File: src/rtl/maxnet_pkg.sv
// ---------------------------------------------------------------------------
// maxnet_pkg
// Shared definitions for the max-finder batch driver:
//   NEURON_W     - default bit width of one neuron value
//   NUM_NEURONS  - number of neuron values that make up one vector
//   state_t      - sequencing FSM states of the driver
//   vec_t        - one packed input vector (neuron 1 in the lowest slot)
// ---------------------------------------------------------------------------
package maxnet_pkg;

   localparam int NEURON_W    = 5;
   localparam int NUM_NEURONS = 4;

   // IDLE waits for a queued vector, CLR resets the core, SETUP presents the
   // values, START pulses the core and WAIT watches for done or the timeout.
   typedef enum logic [2:0] {
      IDLE  = 3'd0,
      CLR   = 3'd1,
      SETUP = 3'd2,
      START = 3'd3,
      WAIT  = 3'd4
   } state_t;

   typedef logic [NUM_NEURONS-1:0][NEURON_W-1:0] vec_t;

endpackage

File: src/rtl/maxnet_batch_driver_if.sv
// ---------------------------------------------------------------------------
// maxnet_batch_driver_if
// Bundles every handshake and data signal of the batch driver:
//   upstream  : in_valid, in_ready, in_neuron1..in_neuron4
//   core side : core_rst, core_start, Neuron1..Neuron4, core_done, core_max
//   result    : res_valid, res_ready, res_max, res_err
// Modports:
//   master - the driver itself
//   slave  - the surrounding environment (vector source, core, result sink)
// ---------------------------------------------------------------------------
interface maxnet_batch_driver_if
   import maxnet_pkg::*;
#(
   parameter int WIDTH = NEURON_W
);

   logic             in_valid;
   logic             in_ready;
   logic [WIDTH-1:0] in_neuron1;
   logic [WIDTH-1:0] in_neuron2;
   logic [WIDTH-1:0] in_neuron3;
   logic [WIDTH-1:0] in_neuron4;

   logic             core_rst;
   logic             core_start;
   logic [WIDTH-1:0] Neuron1;
   logic [WIDTH-1:0] Neuron2;
   logic [WIDTH-1:0] Neuron3;
   logic [WIDTH-1:0] Neuron4;
   logic             core_done;
   logic [WIDTH-1:0] core_max;

   logic             res_valid;
   logic             res_ready;
   logic [WIDTH-1:0] res_max;
   logic             res_err;

   modport master (
      input  in_valid, in_neuron1, in_neuron2, in_neuron3, in_neuron4,
      output in_ready,
      output core_rst, core_start, Neuron1, Neuron2, Neuron3, Neuron4,
      input  core_done, core_max,
      output res_valid, res_max, res_err,
      input  res_ready
   );

   modport slave (
      output in_valid, in_neuron1, in_neuron2, in_neuron3, in_neuron4,
      input  in_ready,
      input  core_rst, core_start, Neuron1, Neuron2, Neuron3, Neuron4,
      output core_done, core_max,
      input  res_valid, res_max, res_err,
      output res_ready
   );

endinterface

File: src/rtl/maxnet_vec_fifo.sv
// ---------------------------------------------------------------------------
// maxnet_vec_fifo
// Synchronous FIFO holding DEPTH vectors of NUM_NEURONS*WIDTH bits.
// Ports:
//   clock, reset - rising-edge clock, synchronous active-high reset
//   push, din    - write request and data (ignored while full)
//   pop, dout    - read request (ignored while empty) and current head
//   full, empty  - registered occupancy flags
// ---------------------------------------------------------------------------
module maxnet_vec_fifo
   import maxnet_pkg::*;
#(
   parameter int WIDTH = NEURON_W,
   parameter int DEPTH = 4
) (
   input  logic                         clock,
   input  logic                         reset,
   input  logic                         push,
   input  logic [NUM_NEURONS*WIDTH-1:0] din,
   input  logic                         pop,
   output logic [NUM_NEURONS*WIDTH-1:0] dout,
   output logic                         full,
   output logic                         empty
);

   localparam int AW = $clog2(DEPTH);
   localparam int DW = NUM_NEURONS * WIDTH;
   localparam logic [AW:0] FULL_COUNT = (AW + 1)'(DEPTH);

   logic [DW-1:0] mem [DEPTH];
   logic [AW-1:0] wr_ptr;
   logic [AW-1:0] rd_ptr;
   logic [AW:0]   count;
   logic [AW:0]   count_next;
   logic          do_push;
   logic          do_pop;

   // Both requests are qualified by the registered flags, so a pop in the
   // same cycle never makes room for a push while the FIFO reads full.
   assign do_push = push && !full;
   assign do_pop  = pop && !empty;
   assign dout    = mem[rd_ptr];

   // Occupancy after this cycle; a simultaneous push and pop cancel out.
   always_comb begin
      count_next = count;
      case ({do_push, do_pop})
         2'b10:   count_next = count + 1'b1;
         2'b01:   count_next = count - 1'b1;
         default: count_next = count;
      endcase
   end

   // Storage array carries no reset; only entries between the pointers matter.
   always_ff @(posedge clock) begin
      if (do_push) begin
         mem[wr_ptr] <= din;
      end
   end

   // Pointers are exactly AW bits wide so they wrap modulo DEPTH on their own.
   always_ff @(posedge clock) begin
      if (reset) begin
         wr_ptr <= '0;
         rd_ptr <= '0;
         count  <= '0;
         full   <= 1'b0;
         empty  <= 1'b1;
      end else begin
         if (do_push) begin
            wr_ptr <= wr_ptr + 1'b1;
         end
         if (do_pop) begin
            rd_ptr <= rd_ptr + 1'b1;
         end
         count <= count_next;
         full  <= (count_next == FULL_COUNT);
         empty <= (count_next == '0);
      end
   end

endmodule

File: src/rtl/maxnet_batch_driver.sv
// ---------------------------------------------------------------------------
// maxnet_batch_driver
// Initiator for the max-finder core's start/done handshake. Queues vectors
// of four neuron values and, one at a time, resets the core, presents the
// values, pulses start, waits for done (or a timeout) and hands the maximum
// to a valid/ready result port.
// Ports:
//   clock  - rising-edge clock
//   reset  - synchronous active-high reset, also forces core_rst high
//   bus    - maxnet_batch_driver_if.master (upstream, core and result signals)
//   stat_done_cnt[15:0], stat_timeout_cnt[7:0]
//          - only when MAXNET_DRV_STATS_EN is defined: wrapping count of
//            successful captures and saturating count of timeouts
// Parameters:
//   WIDTH   - neuron / result width
//   DEPTH   - vector FIFO depth (power of two, at least 2)
//   TIMEOUT - WAIT cycles allowed before the transaction is aborted
// ---------------------------------------------------------------------------
module maxnet_batch_driver
   import maxnet_pkg::*;
#(
   parameter int WIDTH   = NEURON_W,
   parameter int DEPTH   = 4,
   parameter int TIMEOUT = 255
) (
   input  logic                  clock,
   input  logic                  reset,
   maxnet_batch_driver_if.master bus
`ifdef MAXNET_DRV_STATS_EN
   ,
   output logic [15:0]           stat_done_cnt,
   output logic [7:0]            stat_timeout_cnt
`endif
);

   localparam int DW = NUM_NEURONS * WIDTH;
   localparam int CW = (TIMEOUT > 1) ? $clog2(TIMEOUT) : 1;
   localparam logic [CW-1:0] LAST_COUNT = CW'(TIMEOUT - 1);

   state_t           state;
   logic [DW-1:0]    vec_reg;
   logic [DW-1:0]    drive_vec;
   logic [DW-1:0]    fifo_dout;
   logic [DW-1:0]    fifo_din;
   logic             fifo_full;
   logic             fifo_empty;
   logic             fifo_pop;
   logic [CW-1:0]    counter;
   logic             start_q;
   logic             res_valid_q;
   logic             res_err_q;
   logic [WIDTH-1:0] res_max_q;
   logic             done_hit;
   logic             timeout_hit;

   // Neuron 1 sits in the lowest slot of every stored vector.
   assign fifo_din = {bus.in_neuron4, bus.in_neuron3, bus.in_neuron2, bus.in_neuron1};

   maxnet_vec_fifo #(
      .WIDTH (WIDTH),
      .DEPTH (DEPTH)
   ) u_fifo (
      .clock (clock),
      .reset (reset),
      .push  (bus.in_valid),
      .din   (fifo_din),
      .pop   (fifo_pop),
      .dout  (fifo_dout),
      .full  (fifo_full),
      .empty (fifo_empty)
   );

   // A new vector is taken only when the result slot is empty or is being
   // drained this very cycle, which keeps a single transaction in flight.
   assign fifo_pop = (state == IDLE) && !fifo_empty && (!res_valid_q || bus.res_ready);

   // Done outranks the timeout when both land on the final count.
   assign done_hit    = (state == WAIT) && bus.core_done;
   assign timeout_hit = (state == WAIT) && !bus.core_done && (counter == LAST_COUNT);

   // The core is held in reset during our own reset as well as for the one
   // CLR cycle, so an aborted transaction never leaves it half-finished.
   assign bus.core_rst   = reset || (state == CLR);
   assign bus.core_start = start_q;
   assign bus.in_ready   = !fifo_full;
   assign bus.Neuron1    = drive_vec[0*WIDTH +: WIDTH];
   assign bus.Neuron2    = drive_vec[1*WIDTH +: WIDTH];
   assign bus.Neuron3    = drive_vec[2*WIDTH +: WIDTH];
   assign bus.Neuron4    = drive_vec[3*WIDTH +: WIDTH];
   assign bus.res_valid  = res_valid_q;
   assign bus.res_err    = res_err_q;
   assign bus.res_max    = res_max_q;

   // Sequencing FSM with its registered outputs. Neuron values are loaded on
   // the CLR->SETUP edge and then left alone, so they stay stable through
   // WAIT and keep their last value while idle. start_q is set on the
   // SETUP->START edge, which makes it high for exactly the START cycle.
   // core_done is only looked at in WAIT, so a level left over from the
   // previous transaction cannot complete the next one early.
   always_ff @(posedge clock) begin
      if (reset) begin
         state       <= IDLE;
         vec_reg     <= '0;
         drive_vec   <= '0;
         counter     <= '0;
         start_q     <= 1'b0;
         res_valid_q <= 1'b0;
         res_err_q   <= 1'b0;
         res_max_q   <= '0;
      end else begin
         start_q <= 1'b0;
         if (res_valid_q && bus.res_ready) begin
            res_valid_q <= 1'b0;
         end
         case (state)
            IDLE: begin
               if (fifo_pop) begin
                  vec_reg <= fifo_dout;
                  state   <= CLR;
               end
            end
            CLR: begin
               drive_vec <= vec_reg;
               state     <= SETUP;
            end
            SETUP: begin
               start_q <= 1'b1;
               state   <= START;
            end
            START: begin
               counter <= '0;
               state   <= WAIT;
            end
            WAIT: begin
               if (done_hit) begin
                  res_max_q   <= bus.core_max;
                  res_err_q   <= 1'b0;
                  res_valid_q <= 1'b1;
                  state       <= IDLE;
               end else if (timeout_hit) begin
                  res_max_q   <= '0;
                  res_err_q   <= 1'b1;
                  res_valid_q <= 1'b1;
                  state       <= IDLE;
               end else begin
                  counter <= counter + 1'b1;
               end
            end
            default: begin
               state <= IDLE;
            end
         endcase
      end
   end

`ifdef MAXNET_DRV_STATS_EN
   // Completion statistics: successes wrap, timeouts stick at their maximum.
   always_ff @(posedge clock) begin
      if (reset) begin
         stat_done_cnt    <= '0;
         stat_timeout_cnt <= '0;
      end else begin
         if (done_hit) begin
            stat_done_cnt <= stat_done_cnt + 1'b1;
         end
         if (timeout_hit && (stat_timeout_cnt != 8'hFF)) begin
            stat_timeout_cnt <= stat_timeout_cnt + 1'b1;
         end
      end
   end
`endif

endmodule
File: src/flat_wrapper.sv
// flat-port wrapper written by rule: the top's interface ports become plain ports
module maxnet_batch_driver_flat import maxnet_pkg::*;
#(
   parameter int WIDTH   = NEURON_W,
   parameter int DEPTH   = 4,
   parameter int TIMEOUT = 255
)
  (clock, reset, bus_in_valid, bus_in_neuron1, bus_in_neuron2, bus_in_neuron3, bus_in_neuron4, bus_in_ready, bus_core_rst, bus_core_start, bus_Neuron1, bus_Neuron2, bus_Neuron3, bus_Neuron4, bus_core_done, bus_core_max, bus_res_valid, bus_res_max, bus_res_err, bus_res_ready);
  maxnet_batch_driver_if #(.WIDTH(WIDTH)) bus_i ();
  input  logic clock;
  input  logic reset;
  input wire logic [$bits(bus_i.in_valid)-1:0] bus_in_valid;
  input wire logic [$bits(bus_i.in_neuron1)-1:0] bus_in_neuron1;
  input wire logic [$bits(bus_i.in_neuron2)-1:0] bus_in_neuron2;
  input wire logic [$bits(bus_i.in_neuron3)-1:0] bus_in_neuron3;
  input wire logic [$bits(bus_i.in_neuron4)-1:0] bus_in_neuron4;
  output wire logic [$bits(bus_i.in_ready)-1:0] bus_in_ready;
  output wire logic [$bits(bus_i.core_rst)-1:0] bus_core_rst;
  output wire logic [$bits(bus_i.core_start)-1:0] bus_core_start;
  output wire logic [$bits(bus_i.Neuron1)-1:0] bus_Neuron1;
  output wire logic [$bits(bus_i.Neuron2)-1:0] bus_Neuron2;
  output wire logic [$bits(bus_i.Neuron3)-1:0] bus_Neuron3;
  output wire logic [$bits(bus_i.Neuron4)-1:0] bus_Neuron4;
  input wire logic [$bits(bus_i.core_done)-1:0] bus_core_done;
  input wire logic [$bits(bus_i.core_max)-1:0] bus_core_max;
  output wire logic [$bits(bus_i.res_valid)-1:0] bus_res_valid;
  output wire logic [$bits(bus_i.res_max)-1:0] bus_res_max;
  output wire logic [$bits(bus_i.res_err)-1:0] bus_res_err;
  input wire logic [$bits(bus_i.res_ready)-1:0] bus_res_ready;
  assign bus_i.in_valid = bus_in_valid;
  assign bus_i.in_neuron1 = bus_in_neuron1;
  assign bus_i.in_neuron2 = bus_in_neuron2;
  assign bus_i.in_neuron3 = bus_in_neuron3;
  assign bus_i.in_neuron4 = bus_in_neuron4;
  assign bus_in_ready = bus_i.in_ready;
  assign bus_core_rst = bus_i.core_rst;
  assign bus_core_start = bus_i.core_start;
  assign bus_Neuron1 = bus_i.Neuron1;
  assign bus_Neuron2 = bus_i.Neuron2;
  assign bus_Neuron3 = bus_i.Neuron3;
  assign bus_Neuron4 = bus_i.Neuron4;
  assign bus_i.core_done = bus_core_done;
  assign bus_i.core_max = bus_core_max;
  assign bus_res_valid = bus_i.res_valid;
  assign bus_res_max = bus_i.res_max;
  assign bus_res_err = bus_i.res_err;
  assign bus_i.res_ready = bus_res_ready;
  maxnet_batch_driver #(.WIDTH(WIDTH), .DEPTH(DEPTH), .TIMEOUT(TIMEOUT)) u_core (.clock(clock), .reset(reset), .bus(bus_i));
endmodule
File: config.mk
export PLATFORM = sky130hd
export DESIGN_NAME = maxnet_batch_driver_flat
export DESIGN_NICKNAME = d
export VERILOG_FILES = /design/src/rtl/maxnet_pkg.sv /design/src/rtl/maxnet_batch_driver_if.sv /design/src/rtl/maxnet_vec_fifo.sv /design/src/rtl/maxnet_batch_driver.sv /design/src/flat_wrapper.sv
export SDC_FILE = /design/constraint.sdc
export NUM_CORES = 1
export LEC_CHECK = 0
export ABC_CLOCK_PERIOD_IN_PS = 7700
export CORE_ASPECT_RATIO = 0.7
export CORE_UTILIZATION = 55
export CTS_BUF_LIST = sky130_fd_sc_hd__clkbuf_8
export DETAILED_ROUTE_END_ITERATION = 6
export PLACE_DENSITY = 0.82
export REMOVE_ABC_BUFFERS = 1
export SYNTH_ARGS = -nofsm -noshare
export SYNTH_HDL_FRONTEND = slang
export SYNTH_HIERARCHICAL = 1
export SYNTH_SLANG_ARGS = --single-unit
File: constraint.sdc
create_clock -name clock -period 7.7 [get_ports clock]
set_input_delay 0.77 -clock clock [delete_from_list [all_inputs] [get_ports clock]]
set_output_delay 0.77 -clock clock [all_outputs]
set_load 0.005 [all_outputs]
==> flow_summary.yaml <==
status:
  status: "finished, final reports clean"
global_routing:
  gr-total-overflow: 0
  grt_pass1_wl_um: 16480
  grt_max_degree: 60
  antenna_found_initial: 0
  track_usage_pct: 21.05
  grt_pass1_vias: 3234
yosys:
  async_flop_share_pct: 0
  yosysSeqAreaShare_pct: 66.81
  yosysUniqueCellTypes: 47
  ys.flop_type: "edfxtp_1"
  syn_avg_cell_area_um2: 14.09
  syn_area_mm2: 0.005693
  ys_warn_count: 6
  ys_ff_latch: 150
  synth_cells: 404
  synth_edf_count: 80
worst_setup_path:
  ff2ff_setup_slack_ns: 4.51
  start_kind: "primary input"
  arrival_ns: 3.61
  crit_fanout: 22
  ff2ff_path_depth: 10
  r2r_start: "u_core/state[1]$_SDFFE_PP0P_"
  r2r-end: "u_core/u_fifo/full$_SDFF_PP0_"
  cp.required_ns: 8.05
  criticalPathCategory: "primary input to register"
  end_kind: "register"
timing:
  rsz0062_at_grt: "no"
  clock.fmax_ghz: 0.3070
  slew_headroom_pct: 23.17
  slew_viol_final: 0
  fin_skew_ns: 0.007408
  hold_viol: 0
  worst_slew_pin_slew_ns: 1.152
  fin_setup_tns_ns: 0
  finalSetupViolations: 0
  finalCriticalPeriod_ns: 3.257
  fin_crit_sh_pct: 42.30
  hold_slack_ns: 0.4535
cells_and_area:
  multi_input_area_mm2: 0.001743
  final_cell_mix: "edfxtp_1, dfxtp_1, clkdlybuf4s50_1"
  drive_gt1_share_pct: 12.94
  fillers: 678
  layout_commonest_cell: "edfxtp_1"
  final_nets: 504
  largest_reg_flops: 80
  insertedDiodeCount: 0
  areaGrowthSynthToFinish_pct: 18.75
  register_area_mm2: 0.003804
  final_util_pct: 68.48
floorplan:
  die_w_um: 123.6
  die_area_mm2: 0.01077
  rows: 30
  io_pins: 60
  initial_core_util_pct: 57.67
  core_area_mm2: 0.009872
  die_h_um: 87.12
route:
  first_pass_iters: 4
  drt_iter0_drc: 373
  via_per_inst: 5.595
  wl_um: 10420
  remaining_drc_errors: 0
  wire_per_inst_um: 17.16
  ant_nets: 0
  vias: 3396
pwr:
  leakagePower_uw: 0.002266
  ir_worst_vdd_uv: 154.3
  power_density_mw_per_mm2: 288.5
clocking:
  htreeDepth: 4
  postCtsSetupBuffers: 0
  cts_buffers: 17
  clk_latency_ns: 0.42
  cts_buffer_depth: 2
  cts_resized: 0
  cts_tree: "built"
  cts_root_buf: "clkbuf_8"
  holdBufCountCts: 0
  cts.clk_slew.worst_paths_ns: 0.08
  clock-sinks: 150
min_path:
  hp-start: "u_core/drive_vec[0]$_SDFFE_PP0P_"
  hp-class: "register to register"
  whs_endpoint: "u_core/drive_vec[0]$_SDFFE_PP0P_"
  whs_path_depth: 2
place:
  io_buffers: 59
  dp_hpwl_um: 6469
  gp_congestion: 0.7525
job:
  maxCapViolCount: 0
cell usage after synthesis (2+ instances only):
library cell,n,area [um^2]
a21oi_1,28,140.1
a22o_1,5,43.79
a31oi_1,5,31.28
a41oi_1,3,26.28
and2_1,6,37.54
and3b_1,2,17.52
buf_2,4,20.02
buf_4,3,22.52
buf_6,2,22.52
clkbuf_1,10,37.54
dfxtp_1,70,1401
edfxtp_1,80,2402
ha_1,7,87.58
inv_1,12,45.04
mux2i_1,21,210.2
mux4_2,20,450.4
nand2_1,47,176.4
nand2b_1,2,12.51
nand3_1,3,15.01
nor2_1,31,116.4
nor2b_1,3,18.77
nor3_1,4,20.02
o21a_1,2,15.01
o21ai_0,3,15.01
o22ai_1,2,12.51
o31ai_1,2,15.01
or3_4,2,22.52
xnor2_1,4,35.03
xor2_1,3,26.28
stage by stage:
step	setup slack (ns)	area (um^2)	instances	power, uW
finish	4.443	6760	607	1950
detailed placement	4.021	6367	575	1372
global route	4.316	6760	607	2037
CTS	4.477	6760	607	1963
global placement	4.111	6367	575	1350
floorplan	4.336	5587	384	1242
worst max-delay path, cell delays in order:
cell and delay (ns):
clkdlybuf4s50_1 0.46, nor2b_1 0.08, nor3_4 0.16, buf_4 0.38
nor2b_1 0.29, ha_1 0.22, inv_1 0.07, fa_1 0.40
xor2_1 0.20, or3_4 0.35, a211oi_2 0.21
power breakdown:
part | internal, uW | switching [uW]
combinational | 179 | 194
clock | 321 | 274
sequential | 930 | 53.3
worst max-delay path by stage:
stage                        startpoint                             to  slack [ns]  cells past startpoint
after floorplan           bus_res_ready  u_core/u_fifo/full$_SDFF_PP0_        4.34                      9
after global placement    bus_res_ready  u_core/u_fifo/full$_SDFF_PP0_        4.11                     11
after detailed placement  bus_res_ready  u_core/u_fifo/full$_SDFF_PP0_        4.02                     11
after CTS                 bus_res_ready  u_core/u_fifo/full$_SDFF_PP0_        4.48                     11
after global routing      bus_res_ready  u_core/u_fifo/full$_SDFF_PP0_        4.32                     11
final                     bus_res_ready  u_core/u_fifo/full$_SDFF_PP0_        4.44                     11
area by class of cell:
cell class / instances / share of cell area (%)
clock inverters: 14 / 2.147
flip-flops and latches: 150 / 56.27
inverters: 12 / 0.6663
well taps: 128 / 2.369
clock buffers: 18 / 3.665
multi-input cells: 222 / 25.78
repair buffers: 63 / 9.106
layer usage:
metal	global-route usage [%]	up-vias	routed length [um]
met1	28.57	1673	4666
met5	0	-	0
li1	-	1597	-
met4	7.667	0	110
met2	33.28	117	4993
met3	5.039	9	645
logic make-up (layout without fill, tap and decap cells):
group / Yosys count / after routing / synth area share [%]
XOR/XNOR: 7 / 7 / 1.077
multiplexers: 41 / 41 / 11.60
adder cells (fa/ha/maj): 8 / 8 / 1.890
buffers and inverters: 32 / 107 / 2.659
flip-flops: 150 / 150 / 66.81
AO/OA/AOI/OAI: 57 / 57 / 6.549
AND/OR/NAND/NOR: 109 / 109 / 9.407
Note: power is estimated with default switching activity, not from simulation.
